$ cat src/rtl/sqrt_share_arb.sv
// Round-robin arbiter/sequencer sharing one multi-cycle sqrt core among NREQ requesters.
// Optional one-entry result cache enabled by defining SQRT_ARB_CACHE_EN.
module sqrt_share_arb #(
    parameter int NREQ    = 4,
    parameter int W       = 16,
    parameter int TIMEOUT = 255
) (
    input  logic                clk,
    input  logic                rst,
    input  logic [NREQ-1:0]     req,
    input  logic [NREQ*W-1:0]   operand,
    output logic [NREQ-1:0]     gnt,
    output logic [NREQ-1:0]     rsp_valid,
    output logic [W-1:0]        rsp_data,
    output logic                err,
    output logic                busy,
    output logic                core_start,
    output logic [W-1:0]        core_A,
    input  logic [W-1:0]        core_result,
    input  logic                core_done
);

    localparam int PW = (NREQ > 1) ? $clog2(NREQ) : 1;

    localparam logic [1:0] IDLE  = 2'd0;
    localparam logic [1:0] START = 2'd1;
    localparam logic [1:0] WAIT  = 2'd2;
    localparam logic [1:0] RESP  = 2'd3;

    logic [1:0]      state;
    logic [PW-1:0]   ptr;
    logic [PW-1:0]   win;
    logic [PW-1:0]   win_c;
    logic [PW-1:0]   ptr_nxt;
    logic            found;
    logic [W-1:0]    op_c;
    logic [15:0]     cnt;
    logic [NREQ-1:0] win_oh;
    logic [NREQ-1:0] win_c_oh;

`ifdef SQRT_ARB_CACHE_EN
    logic            cache_vld;
    logic [W-1:0]    cache_op;
    logic [W-1:0]    cache_res;
    logic            hit_pend;
`endif

    // Round-robin search starting at ptr; first set request bit wins.
    always_comb begin
        int unsigned j;
        j        = 0;
        found    = 1'b0;
        win_c    = '0;
        op_c     = '0;
        for (int unsigned i = 0; i < NREQ; i++) begin
            j = (32'(ptr) + i) % NREQ;
            if (!found && req[j]) begin
                found = 1'b1;
                win_c = PW'(j);
                op_c  = operand[j*W +: W];
            end
        end
    end

    assign ptr_nxt  = (win == PW'(NREQ - 1)) ? '0 : win + 1'b1;
    assign win_oh   = NREQ'(1) << win;
    assign win_c_oh = NREQ'(1) << win_c;

    always_ff @(posedge clk) begin
        if (rst) begin
            state      <= IDLE;
            ptr        <= '0;
            win        <= '0;
            cnt        <= '0;
            gnt        <= '0;
            rsp_valid  <= '0;
            rsp_data   <= '0;
            err        <= 1'b0;
            busy       <= 1'b0;
            core_start <= 1'b0;
            core_A     <= '0;
`ifdef SQRT_ARB_CACHE_EN
            cache_vld  <= 1'b0;
            cache_op   <= '0;
            cache_res  <= '0;
            hit_pend   <= 1'b0;
`endif
        end else begin
            case (state)
                IDLE: begin
                    gnt        <= '0;
                    rsp_valid  <= '0;
                    err        <= 1'b0;
                    core_start <= 1'b0;
                    if (found) begin
                        win  <= win_c;
                        gnt  <= win_c_oh;
                        busy <= 1'b1;
`ifdef SQRT_ARB_CACHE_EN
                        // Cache hit skips the core; RESP emits rsp_valid on its first edge.
                        if (cache_vld && op_c == cache_op) begin
                            rsp_data <= cache_res;
                            hit_pend <= 1'b1;
                            state    <= RESP;
                        end else begin
                            core_A     <= op_c;
                            core_start <= 1'b1;
                            state      <= START;
                        end
`else
                        core_A     <= op_c;
                        core_start <= 1'b1;
                        state      <= START;
`endif
                    end
                end
                START: begin
                    gnt        <= '0;
                    core_start <= 1'b0;
                    cnt        <= '0;
                    state      <= WAIT;
                end
                WAIT: begin
                    if (core_done) begin
                        rsp_data  <= core_result;
                        rsp_valid <= win_oh;
                        state     <= RESP;
`ifdef SQRT_ARB_CACHE_EN
                        cache_vld <= 1'b1;
                        cache_op  <= core_A;
                        cache_res <= core_result;
`endif
                    end else if (cnt == 16'(TIMEOUT - 1)) begin
                        rsp_data  <= '1;
                        rsp_valid <= win_oh;
                        err       <= 1'b1;
                        state     <= RESP;
                    end else begin
                        cnt <= cnt + 1'b1;
                    end
                end
                RESP: begin
`ifdef SQRT_ARB_CACHE_EN
                    if (hit_pend) begin
                        gnt       <= '0;
                        rsp_valid <= win_oh;
                        hit_pend  <= 1'b0;
                    end else begin
                        rsp_valid <= '0;
                        err       <= 1'b0;
                        ptr       <= ptr_nxt;
                        busy      <= 1'b0;
                        state     <= IDLE;
                    end
`else
                    rsp_valid <= '0;
                    err       <= 1'b0;
                    ptr       <= ptr_nxt;
                    busy      <= 1'b0;
                    state     <= IDLE;
`endif
                end
                default: state <= IDLE;
            endcase
        end
    end

endmodule

$ cat config.mk
export PLATFORM = sky130hd
export DESIGN_NAME = sqrt_share_arb
export DESIGN_NICKNAME = d
export VERILOG_FILES = /design/src/rtl/sqrt_share_arb.sv
export SDC_FILE = /design/constraint.sdc
export NUM_CORES = 1
export LEC_CHECK = 0
export CORE_ASPECT_RATIO = 0.7
export CORE_MARGIN = 2
export CORE_UTILIZATION = 46
export CTS_BUF_LIST = sky130_fd_sc_hd__clkbuf_2 sky130_fd_sc_hd__clkbuf_4 sky130_fd_sc_hd__clkbuf_8
export DETAILED_ROUTE_END_ITERATION = 6
export PLACE_DENSITY = 0.88
export SLEW_MARGIN = 0
export SYNTH_ARGS = -nofsm -noshare
export SYNTH_HDL_FRONTEND = slang
export SYNTH_SLANG_ARGS = --single-unit
$ cat constraint.sdc
create_clock -name clk -period 2.07 [get_ports clk]
set_clock_uncertainty 0.2 [all_clocks]
set_input_delay 0.414 -clock clk [delete_from_list [all_inputs] [get_ports clk]]
set_output_delay 0.414 -clock clk [all_outputs]
set_load 0.05 [all_outputs]
; ---- Yosys cells after proc, flatten, opt, wreduce, memory -nomap -nowiden
; Index checks and enable logic that the tools add are counted.
[word_totals]
inputBits = 87
reg_bits = 65
output_inout_bits = 43
word_cells = 98
[classes]
n_reduce_logical = 20
n_shift = 6
muxes = 42
n_eq_ne = 10
n_lt_le_gt_ge = 4
add_sub_neg = 5
[op_table]
columns = operator, n
row1 = indexed part select 64 x 7 -> 16 bit, 4
row2 = 2-to-1 mux 16 bit, 8
row3 = one-hot mux 16 bit (2 select lines), 1
row4 = adder 16 x 1 -> 16 bit (second input constant), 1
row5 = == test 16 x 8 -> 1 bit (second input constant), 1
row6 = 2-to-1 mux 2 bit, 8
row7 = one-hot mux 4 bit (2 select lines), 2
row8 = less-than comparator 2 x 3 -> 1 bit (second input constant), 4
row9 = 2-to-1 mux 1 bit, 12
row10 = 2-to-1 mux 4 bit, 3
row11 = AND reduction 2 bit, 5
row12 = nonzero test 2 bit, 5
row13 = binary-select mux 1 bit (select 2 bit), 4
row14 = != test 2 bit (second input constant), 4
row15 = one-hot mux 2 bit (4 select lines), 1
row16 = << shifter 1 x 2 -> 4 bit (first input constant), 2
row17 = == test 2 bit (second input constant), 3
row18 = one-hot mux 1 bit (2 select lines), 3
row19 = AND reduction 3 bit, 2
row20 = adder 2 x 1 -> 2 bit (second input constant), 2
row21 = adder 2 bit (second input constant), 2
row22 = logical AND 1 bit, 3
row23 = logical NOT 1 bit, 3
row24 = != test 3 bit (second input constant), 1
row25 = 3 further kinds, 3

; ---- Depth between registers and ports, before layout
; Gate-level depths: netlist of the first run.
[logic_depth]
word_depth = 15
ltp_mapped = 9
mapped_depth_nobuf = 7

; ---- Least setup slack after synthesis of the first run
; No wires, ideal clock.
[synth_path]
path_type = in2reg
startpoint = input req[1]
endpoint = register core_A[5]
setup_ns = 0.119
setup_slack_ns = -0.072
path_stages = 7
path_buffers = 2
arrival_ns = 1.824
path_cell_list = buf_2 > nor4b_2 > a31o_1 > buf_2 > a221o_1 > a211o_1 > o221a_1
[synth_via]
elab_chain_cells = 13
[synth_lines]
columns = element, line
row1 = "start, declared", 10  ; input logic [NREQ-1:0] req,
row2 = binary-select mux 1 bit (select 2 bit), 57  ; if (!found && req[j]) begin
row3 = 2-to-1 mux 1 bit (implied by the code), 57
row4 = 2-to-1 mux 1 bit, 57
row5 = logical NOT 1 bit, 57
row6 = logical AND 1 bit, 57
row7 = 2-to-1 mux 1 bit, 57
row8 = logical NOT 1 bit, 57
row9 = logical AND 1 bit, 57
row10 = 2-to-1 mux 1 bit, 57
row11 = logical NOT 1 bit, 57
row12 = logical AND 1 bit, 57
row13 = 2-to-1 mux 1 bit, 57
row14 = AND reduction 2 bit (no line), --
row15 = "end signal, assigned", 111  ; core_A <= op_c;
row16 = "end, declared", 18  ; output logic [W-1:0] core_A,
; Parallel ways exist; a longest one is shown, timed or not. The select of a mux whose other input is x is not followed.
; A chain may end at the register's enable or synchronous reset.

; ---- Worst setup path in the final report of the first run
[layout_path]
startpoint = register ptr[0]
endpoint = register core_A[1]
[layout_via]
elab_chain_cells = 13
[layout_lines]
columns = element, line
row1 = "start, declared", 31  ; logic [PW-1:0] ptr;
row2 = "start signal, assigned", 158  ; ptr <= ptr_nxt;
row3 = "parallel branches: the longest is 13 deep, another holds adder 2 x 1 -> 2 bit", --
; Parallel ways; which one is timed is not known. The select of a mux whose other input is x is not followed.

==> out/metrics.json, run 1 <==
{
  "run_status": {"value": "finished, violations left"},
  "violations_in_the_final_reports": {"value": "negative setup slack"},
  "final_cell_mix": {"value": "140 x buf_4, 74 x clkdlybuf4s50_1, 63 x dfxtp_1"},
  "die_h": {"value": 89.7, "unit": "µm"},
  "yosysTopAreaCellShare": {"value": 27.0, "unit": "%"},
  "finish.cell_count_without_fillers": {"value": 864},
  "design.die.area": {"value": 11300, "unit": "µm²"},
  "drive_gt1_share": {"value": 41.8, "unit": "%"},
  "crit_start": {"value": "ptr[0]"},
  "die_width": {"value": 126, "unit": "µm"},
  "portion_of_total_power_attributed_to_sequential_cells": {"value": 24.3, "unit": "%"},
  "holdCritStartpoint": {"value": "rsp_valid[0]"},
  "timing.final.crit_period": {"value": 2160, "unit": "ps"},
  "reg2reg_to": {"value": "core_A[1]"},
  "grt_util_all_layers": {"value": 29.4, "unit": "%"},
  "post-route-util": {"value": 74.1, "unit": "%"},
  "timing_worst_setup_path_type": {"value": "flop to flop"},
  "worst_path_largest_cell_delay": {"value": 420, "unit": "ps"},
  "drt-initial-drc-count": {"value": 658},
  "p_clk_share": {"value": 16.5, "unit": "%"},
  "p_leak": {"value": 2.95, "unit": "nW"},
  "portBuffers": {"value": 129},
  "cts.root.buffer_cell": {"value": "clkbuf_8"},
  "ys_dominant_reg_cell": {"value": "dfxtp_1"},
  "cts_htree_levels": {"value": 3},
  "netlist_top_cells_area": {"value": "dfxtp_1 27%, mux4_2 7.5%, mux2i_1 6.8%"},
  "clk_latency": {"value": 350, "unit": "ps"},
  "synth-warning-count": {"value": 0},
  "first_global_vias": {"value": 5412},
  "floorplan.io_pins": {"value": 130},
  "route.vias.total": {"value": 5695},
  "crit_path_arrival_time": {"value": 2220, "unit": "ps"},
  "coreArea": {"value": 10300, "unit": "µm²"},
  "fin_area": {"value": 7620, "unit": "µm²"},
  "clock-sinks": {"value": 65},
  "critical-path-slowest-cell": {"value": "a32o_2"},
  "drt.antenna.violating_nets": {"value": 0},
  "areaGrowthSynthToFinish": {"value": 57.9, "unit": "%"},
  "yosysUniqueCellTypes": {"value": 70},
  "layout.filler_cells": {"value": 619},
  "cts_tree": {"value": "yes"},
  "antenna_cells_inserted": {"value": 0},
  "synth-edff-count": {"value": 0},
  "largest_net_degree_at_the_start_of_global_routing": {"value": 35},
  "post-synth-top-area-cell": {"value": "dfxtp_1"},
  "sw_frac_of_total": {"value": 44.3, "unit": "%"},
  "number_of_antenna_violations_at_the_first_check_in_global_routing": {"value": 0},
  "postCtsHoldBufs": {"value": 0},
  "cell_area_placed": {"value": 6780, "unit": "µm²"},
  "mapped_cells": {"value": 510},
  "critPathCaptureType": {"value": "flop"},
  "cts_made_buffers": {"value": 9},
  "worst_ep_required_time": {"value": 2130, "unit": "ps"},
  "finalMaxSlewViolations": {"value": 0},
  "routedWlPerCell": {"value": 21.8, "unit": "µm"},
  "yosys_register_bits": {"value": 65},
  "synth.avg_cell_area": {"value": 9.46, "unit": "µm²"},
  "placed_cells": {"value": 830},
  "fmaxAchievable": {"value": 464, "unit": "MHz"},
  "irDropWorstVdd": {"value": 0.000701, "unit": "V"},
  "rsz0062_at_grt": {"value": "yes"},
  "critical_path.max_fanout": {"value": 13},
  "totalWireLength": {"value": 18.9, "unit": "mm"},
  "worst_pin_slew": {"value": 538, "unit": "ps"},
  "power.share.combinational": {"value": 59.2, "unit": "%"},
  "critical_path_buf_inv_count": {"value": 1},
  "switching_power": {"value": 3.21, "unit": "mW"},
  "ys_seq_area_share": {"value": 27.0, "unit": "%"},
  "rows": {"value": 31},
  "critical_path_cell_count": {"value": 6},
  "critPathCapture": {"value": "core_A[1]"},
  "timing.final.setup_violations": {"value": 10},
  "reg_to_reg_critical_path_startpoint": {"value": "ptr[0]"},
  "fin_worst_hold_slack": {"value": 279, "unit": "ps"},
  "hpwlAfterDp": {"value": 12.1, "unit": "mm"},
  "hold_class": {"value": "flop to flop"},
  "cell_by_cell_listing_of_the_critical_path": {"value": "buf_12 > nor3b_4 > a32o_2 > a221oi_1 > a2bb2oi_1 > a311oi_1"},
  "synth_area": {"value": 4820, "unit": "µm²"},
  "ff2ff_setup_slack": {"value": -90, "unit": "ps"},
  "ctsLongestPathBuffers": {"value": 2},
  "timing.reg2reg.worst_path_depth": {"value": 6},
  "grt_pass1_wl": {"value": 26.7, "unit": "mm"},
  "finalPower": {"value": 7.25, "unit": "mW"},
  "initial_standard_cell_utilization_of_the_core": {"value": 46.9, "unit": "%"},
  "timing.final.ws_setup": {"value": -86.8, "unit": "ps"},
  "hold_viol_final": {"value": 0},
  "drcViolationCount": {"value": 0},
  "critical_path.startpoint_type": {"value": "flop"},
  "timing.max_cap.violations": {"value": 0},
  "first_pass_iters": {"value": 5},
  "syn-num-nets": {"value": 607},
  "power_density": {"value": 952, "unit": "nW/µm²"},
  "path_clk_slew": {"value": 80, "unit": "ps"},
  "most_frequent_standard_cell_in_the_layout_excluding_fill_and_tap_cells": {"value": "buf_4"},
  "finalNetCount": {"value": 824},
  "maxSlewHeadroom": {"value": 64.1, "unit": "%"},
  "grt.overflow.total": {"value": 0},
  "async_flop_share": {"value": 0, "unit": "%"},
  "worst_path_dominant_cell_family": {"value": "compound AO/OA/AOI/OAI gates"},
  "routed_via_density": {"value": 6.59},
  "finalWeightedCongestion": {"value": 0.925},
  "internal-power": {"value": 4.04, "unit": "mW"},
  "finalCritPeriodShare": {"value": 104, "unit": "%"}
}
## cell usage after synthesis (all sizes together), types with 2 or more instances
library cell and n:
a211o 3, a21oi 36, a221o 3, a221oi 30, a22o 2, a2bb2oi 11
a311oi 8, a31oi 3, and2 3, and3b 4, and4 3, buf 28
clkbuf 15, dfxtp 65, ha 10, inv 13, mux2 19, mux2i 34
mux4 16, nand2 12, nand2b 4, nand3 19, nand4 7, nor2 40
nor2b 7, nor3 6, nor3b 5, nor4 5, nor4b 6, nor4bb 3
o211ai 3, o21a 3, o21ai 24, o221a 21, o22a 8, o22ai 5
or3 2, xor2 7
## power groups by stage
stage	sequential, mW	combinational [mW]	clock, mW
after global routing	1.78	4.48	1.26
final	1.76	4.29	1.20
after global placement	1.76	3.76	0
after floorplan	2.65	1.60	0
after CTS	1.75	3.98	1.22
after detailed placement	1.78	3.86	0
## worst reg2reg max path: cells and delay by family (launching register included)
| kind | cells | cell delay [ps] |
|---|---|---|
| AO/OA/AOI/OAI | 4 | 1030 |
| buffers and inverters | 1 | 170 |
| AND/OR/NAND/NOR | 1 | 270 |
| flip-flops | 1 | 400 |
## metrics by stage
stage	TNS [ps]	worst slack (ps)
after floorplan	-20.8	-7.41
after global placement	-11070	-520
after detailed placement	-13780	-549
after CTS	-16.0	-10.3
after global routing	-1790	-208
final	-417	-86.8
## state kept, by name, summed over array words and instances (netlist names)
name,count
busy,1
state,2
core_A,16
cnt,16
rsp_data,16
err,1
ptr,2
win,2
gnt,4
rsp_valid,4
core_start,1
## routing by layer
| layer | up-vias | track usage (%) | part of all wire, % |
|---|---|---|---|
| met3 | 70 | 6.87 | 8.3 |
| li1 | 2484 | - | - |
| met1 | 2766 | 37.7 | 41 |
| met4 | 0 | 12.7 | 3.2 |
| met5 | - | 0 | 0 |
| met2 | 375 | 48.5 | 48 |
## worst min-delay path by stage
stage / end / slack [ps] / cells past startpoint
after detailed placement: rsp_valid[0] / 270 / 2
after global routing: rsp_valid[3] / 310 / 2
after CTS: rsp_valid[0] / 280 / 2
after floorplan: cnt[15] / 270 / 2
after global placement: rsp_valid[0] / 260 / 2
final: rsp_valid[0] / 280 / 2
## kinds of logic (layout without fill, tap and decap cells)
family	Yosys count	count (layout)	share of synthesized area (%)
xor gates and xnor gates	8	8	1.45
buffers and inverters	57	278	6.28
DFF	65	65	27.0
AOI/OAI and AO/OA	169	170	27.0
and+or+nand+nor	132	132	16.7
muxes	69	69	19.0
adders and majority gates	10	10	2.59
## what timing repair did
action,4_1_cts,5_1_grt
pin swaps,16,20
endpoints found under the setup margin,34,45
resized for setup,55,56
cloned,2,1
buffers inserted,8,7
## final cells by class
type | instances | area [µm²] | share of cell area [%]
Timing Repair Buffer | 248 | 2230 | 29.3
Inverter | 14 | 52.6 | 0.690
Clock buffer | 10 | 131 | 1.72
Sequential cell | 65 | 1310 | 17.2
Clock inverter | 6 | 82.6 | 1.08
Tap cell | 132 | 165 | 2.17
Multi-Input combinational cell | 389 | 3640 | 47.8
Note: power is estimated with default switching activity, not from simulation.
==> inputs of run 2 (changes only) <==
CTS_CLUSTER_SIZE = 30   (was unset)
PLACE_DENSITY = 0.8   (was 0.88)
SLEW_MARGIN = unset   (was 0)
==> run 2 against run 1 <==
Against the previous run: the flow still finishes with violations (negative setup slack); critical endpoint is now core_A[4]; critical path depth shrank 1; critical path type unchanged; wire length grew 0.39%; sequential power is essentially flat; largest cell class unchanged.
==> out/metrics.json, run 2 (synthesized netlist as in run 1, its figures left out) <==
{
  "timing.final.setup_violations": {"value": 14, "change": "+4"},
  "irDropWorstVdd": {"value": 0.000897, "unit": "V", "change": "+28%"},
  "critical_path.startpoint_type": {"value": "flop"},
  "min_delay_worst_endpoint": {"value": "rsp_valid[2]"},
  "die_width": {"value": 126, "unit": "µm", "change": "unchanged"},
  "most_frequent_standard_cell_in_the_layout_excluding_fill_and_tap_cells": {"value": "buf_4"},
  "die_h": {"value": 89.7, "unit": "µm", "change": "unchanged"},
  "total_negative_setup_slack": {"value": -575, "unit": "ps", "change": "-158 ps"},
  "fin_area": {"value": 7400, "unit": "µm²", "change": "-2.8%"},
  "coreArea": {"value": 10300, "unit": "µm²", "change": "unchanged"},
  "finalMaxSlewViolations": {"value": 0, "change": "unchanged"},
  "ctsLongestPathBuffers": {"value": 2, "change": "unchanged"},
  "initial_standard_cell_utilization_of_the_core": {"value": 46.9, "unit": "%", "change": "unchanged"},
  "hold_class": {"value": "flop to flop"},
  "critPathCaptureType": {"value": "flop"},
  "power_density": {"value": 972, "unit": "nW/µm²", "change": "+2.0%"},
  "clk_latency": {"value": 370, "unit": "ps", "change": "+20 ps"},
  "fin_worst_hold_slack": {"value": 281, "unit": "ps", "change": "+2.62 ps"},
  "grt.overflow.total": {"value": 0, "change": "unchanged"},
  "portBuffers": {"value": 129, "change": "unchanged"},
  "postCtsHoldBufs": {"value": 0, "change": "unchanged"},
  "finalCritPeriodShare": {"value": 105, "unit": "%", "change": "+0.95 points"},
  "placed_cells": {"value": 823, "change": "-0.84%"},
  "rsz0062_at_grt": {"value": "yes"},
  "rows": {"value": 31, "change": "unchanged"},
  "worst_path_largest_cell_delay": {"value": 530, "unit": "ps", "change": "+110 ps"},
  "biggestRegsByFlops": {"value": "cnt (16), core_A (16), rsp_data (16)"},
  "route.vias.total": {"value": 5673, "change": "-0.39%"},
  "run_status": {"value": "finished, violations left"},
  "reg_to_reg_critical_path_startpoint": {"value": "ptr[0]"},
  "p_leak": {"value": 2.84, "unit": "nW", "change": "-3.5%"},
  "hold_viol_final": {"value": 0, "change": "unchanged"},
  "worst_pin_slew": {"value": 461, "unit": "ps", "change": "-77.1 ps"},
  "cts_htree_levels": {"value": 3, "change": "unchanged"},
  "critical_path.max_fanout": {"value": 5, "change": "-8"},
  "timing.final.crit_period": {"value": 2180, "unit": "ps", "change": "+19.8 ps"},
  "drive_gt1_share": {"value": 38.0, "unit": "%", "change": "-3.9 points"},
  "routed_via_density": {"value": 6.64, "change": "+0.78%"},
  "antenna_cells_inserted": {"value": 0, "change": "unchanged"},
  "cts_tree": {"value": "yes"},
  "totalWireLength": {"value": 18.9, "unit": "mm", "change": "+0.39%"},
  "drcViolationCount": {"value": 0, "change": "unchanged"},
  "layout.filler_cells": {"value": 686, "change": "+11%"},
  "post-route-util": {"value": 72.0, "unit": "%", "change": "-2.1 points"},
  "finalWeightedCongestion": {"value": 1.01, "change": "+8.8%"},
  "timing_worst_setup_path_type": {"value": "flop to flop"},
  "fmaxAchievable": {"value": 459, "unit": "MHz", "change": "-0.91%"},
  "ff2ff_setup_slack": {"value": -110, "unit": "ps", "change": "-20 ps"},
  "min_delay_path_depth": {"value": 2, "change": "unchanged"},
  "path_clk_slew": {"value": 80, "unit": "ps", "change": "about the same"},
  "crit_path_arrival_time": {"value": 2230, "unit": "ps", "change": "about the same"},
  "areaGrowthSynthToFinish": {"value": 53.5, "unit": "%"},
  "finalPower": {"value": 7.20, "unit": "mW", "change": "-0.81%"},
  "grt_pass1_wl": {"value": 27.2, "unit": "mm", "change": "+1.8%"},
  "pre_cts_slack": {"value": -603, "unit": "ps", "change": "-53.4 ps"},
  "routedWlPerCell": {"value": 22.2, "unit": "µm", "change": "+1.6%"},
  "design.die.area": {"value": 11300, "unit": "µm²", "change": "unchanged"},
  "cell_area_placed": {"value": 6720, "unit": "µm²", "change": "-0.92%"},
  "cts_made_buffers": {"value": 9, "change": "unchanged"},
  "largest_net_degree_at_the_start_of_global_routing": {"value": 35, "change": "unchanged"},
  "finish.cell_count_without_fillers": {"value": 854, "change": "-1.2%"},
  "final_cell_mix": {"value": "130 x buf_4, 76 x clkdlybuf4s50_1, 63 x dfxtp_1"},
  "timing.reg2reg.worst_path_depth": {"value": 5, "change": "-1"},
  "timing.final.ws_setup": {"value": -107, "unit": "ps", "change": "-19.8 ps"},
  "first_pass_iters": {"value": 5, "change": "unchanged"},
  "violations_in_the_final_reports": {"value": "negative setup slack"},
  "critical-path-slowest-cell": {"value": "mux4_2"},
  "reg2reg_to": {"value": "core_A[4]"},
  "first_global_vias": {"value": 5384, "change": "-0.52%"},
  "maxSlewHeadroom": {"value": 69.0, "unit": "%", "change": "+4.9 points"},
  "finalNetCount": {"value": 814, "change": "-1.2%"},
  "hpwlAfterDp": {"value": 11.9, "unit": "mm", "change": "-2.1%"},
  "drt-initial-drc-count": {"value": 703, "change": "+6.8%"},
  "number_of_antenna_violations_at_the_first_check_in_global_routing": {"value": 0, "change": "unchanged"},
  "grt_util_all_layers": {"value": 29.9, "unit": "%", "change": "+0.48 points"},
  "worst_ep_required_time": {"value": 2130, "unit": "ps", "change": "about the same"},
  "clock-sinks": {"value": 65, "change": "unchanged"},
  "drt.antenna.violating_nets": {"value": 0, "change": "unchanged"},
  "cts.root.buffer_cell": {"value": "clkbuf_8"},
  "cell_by_cell_listing_of_the_critical_path": {"value": "buf_12 > mux4_2 > a221o_1 > a211o_1 > o221a_1"},
  "holdCritStartpoint": {"value": "rsp_valid[2]"},
  "floorplan.io_pins": {"value": 130, "change": "unchanged"},
  "timing.max_cap.violations": {"value": 0, "change": "unchanged"}
}
==> run 2: worst max-delay path, delay by kind of cell (launching register included) <==
family          cells  cell delay [ps]
compound gates      3              810
buf+inv             1              140
flops               1              380
mux                 1              530
==> run 2: timing repair <==
item / CTS / global route
setup endpoints to repair: 18 / 45
gates resized for setup: 42 / 42
cloned: 2 / 1
pin swaps: 4 / 14
buffers inserted: 5 / 7
==> run 2: power by group <==
group / leakage (nW) / switching [mW] / total (mW) / internal, mW
combinational: 2.21 / 2.45 / 4.20 / 1.76
clock: 0.106 / 0.563 / 1.24 / 0.677
sequential: 0.533 / 0.198 / 1.75 / 1.55
total: 2.84 / 3.21 / 7.20 / 3.99
==> run 2: worst max path at each step <==
stage          startpoint         end  cells after the start
2_1_floorplan      req[1]   core_A[5]                      7
3_3_place_gp       req[1]  core_A[13]                      7
3_5_place_dp       req[1]  core_A[10]                      7
4_1_cts            ptr[1]   core_A[0]                      8
5_1_grt            ptr[1]   core_A[5]                      7
6_report           ptr[0]   core_A[4]                      5
==> run 2: layout make-up <==
cell class / count / area [µm²] / area share, %
multi-input combinational: 389 / 3490 / 47.1
clock buffer: 9 / 124 / 1.67
clock inverter: 7 / 93.8 / 1.27
sequential: 65 / 1310 / 17.7
tap: 132 / 165 / 2.23
inverter: 14 / 60.1 / 0.811
timing repair buffer: 238 / 2170 / 29.3
==> run 2: per-layer routing <==
| layer | vias up | GRT usage (%) | routed length (µm) |
|---|---|---|---|
| met1 | 2672 | 39.0 | 7380 |
| met2 | 440 | 48.8 | 8550 |
| li1 | 2457 | - | - |
| met5 | - | 0 | 0 |
| met3 | 104 | 6.99 | 2000 |
| met4 | 0 | 12.2 | 1010 |
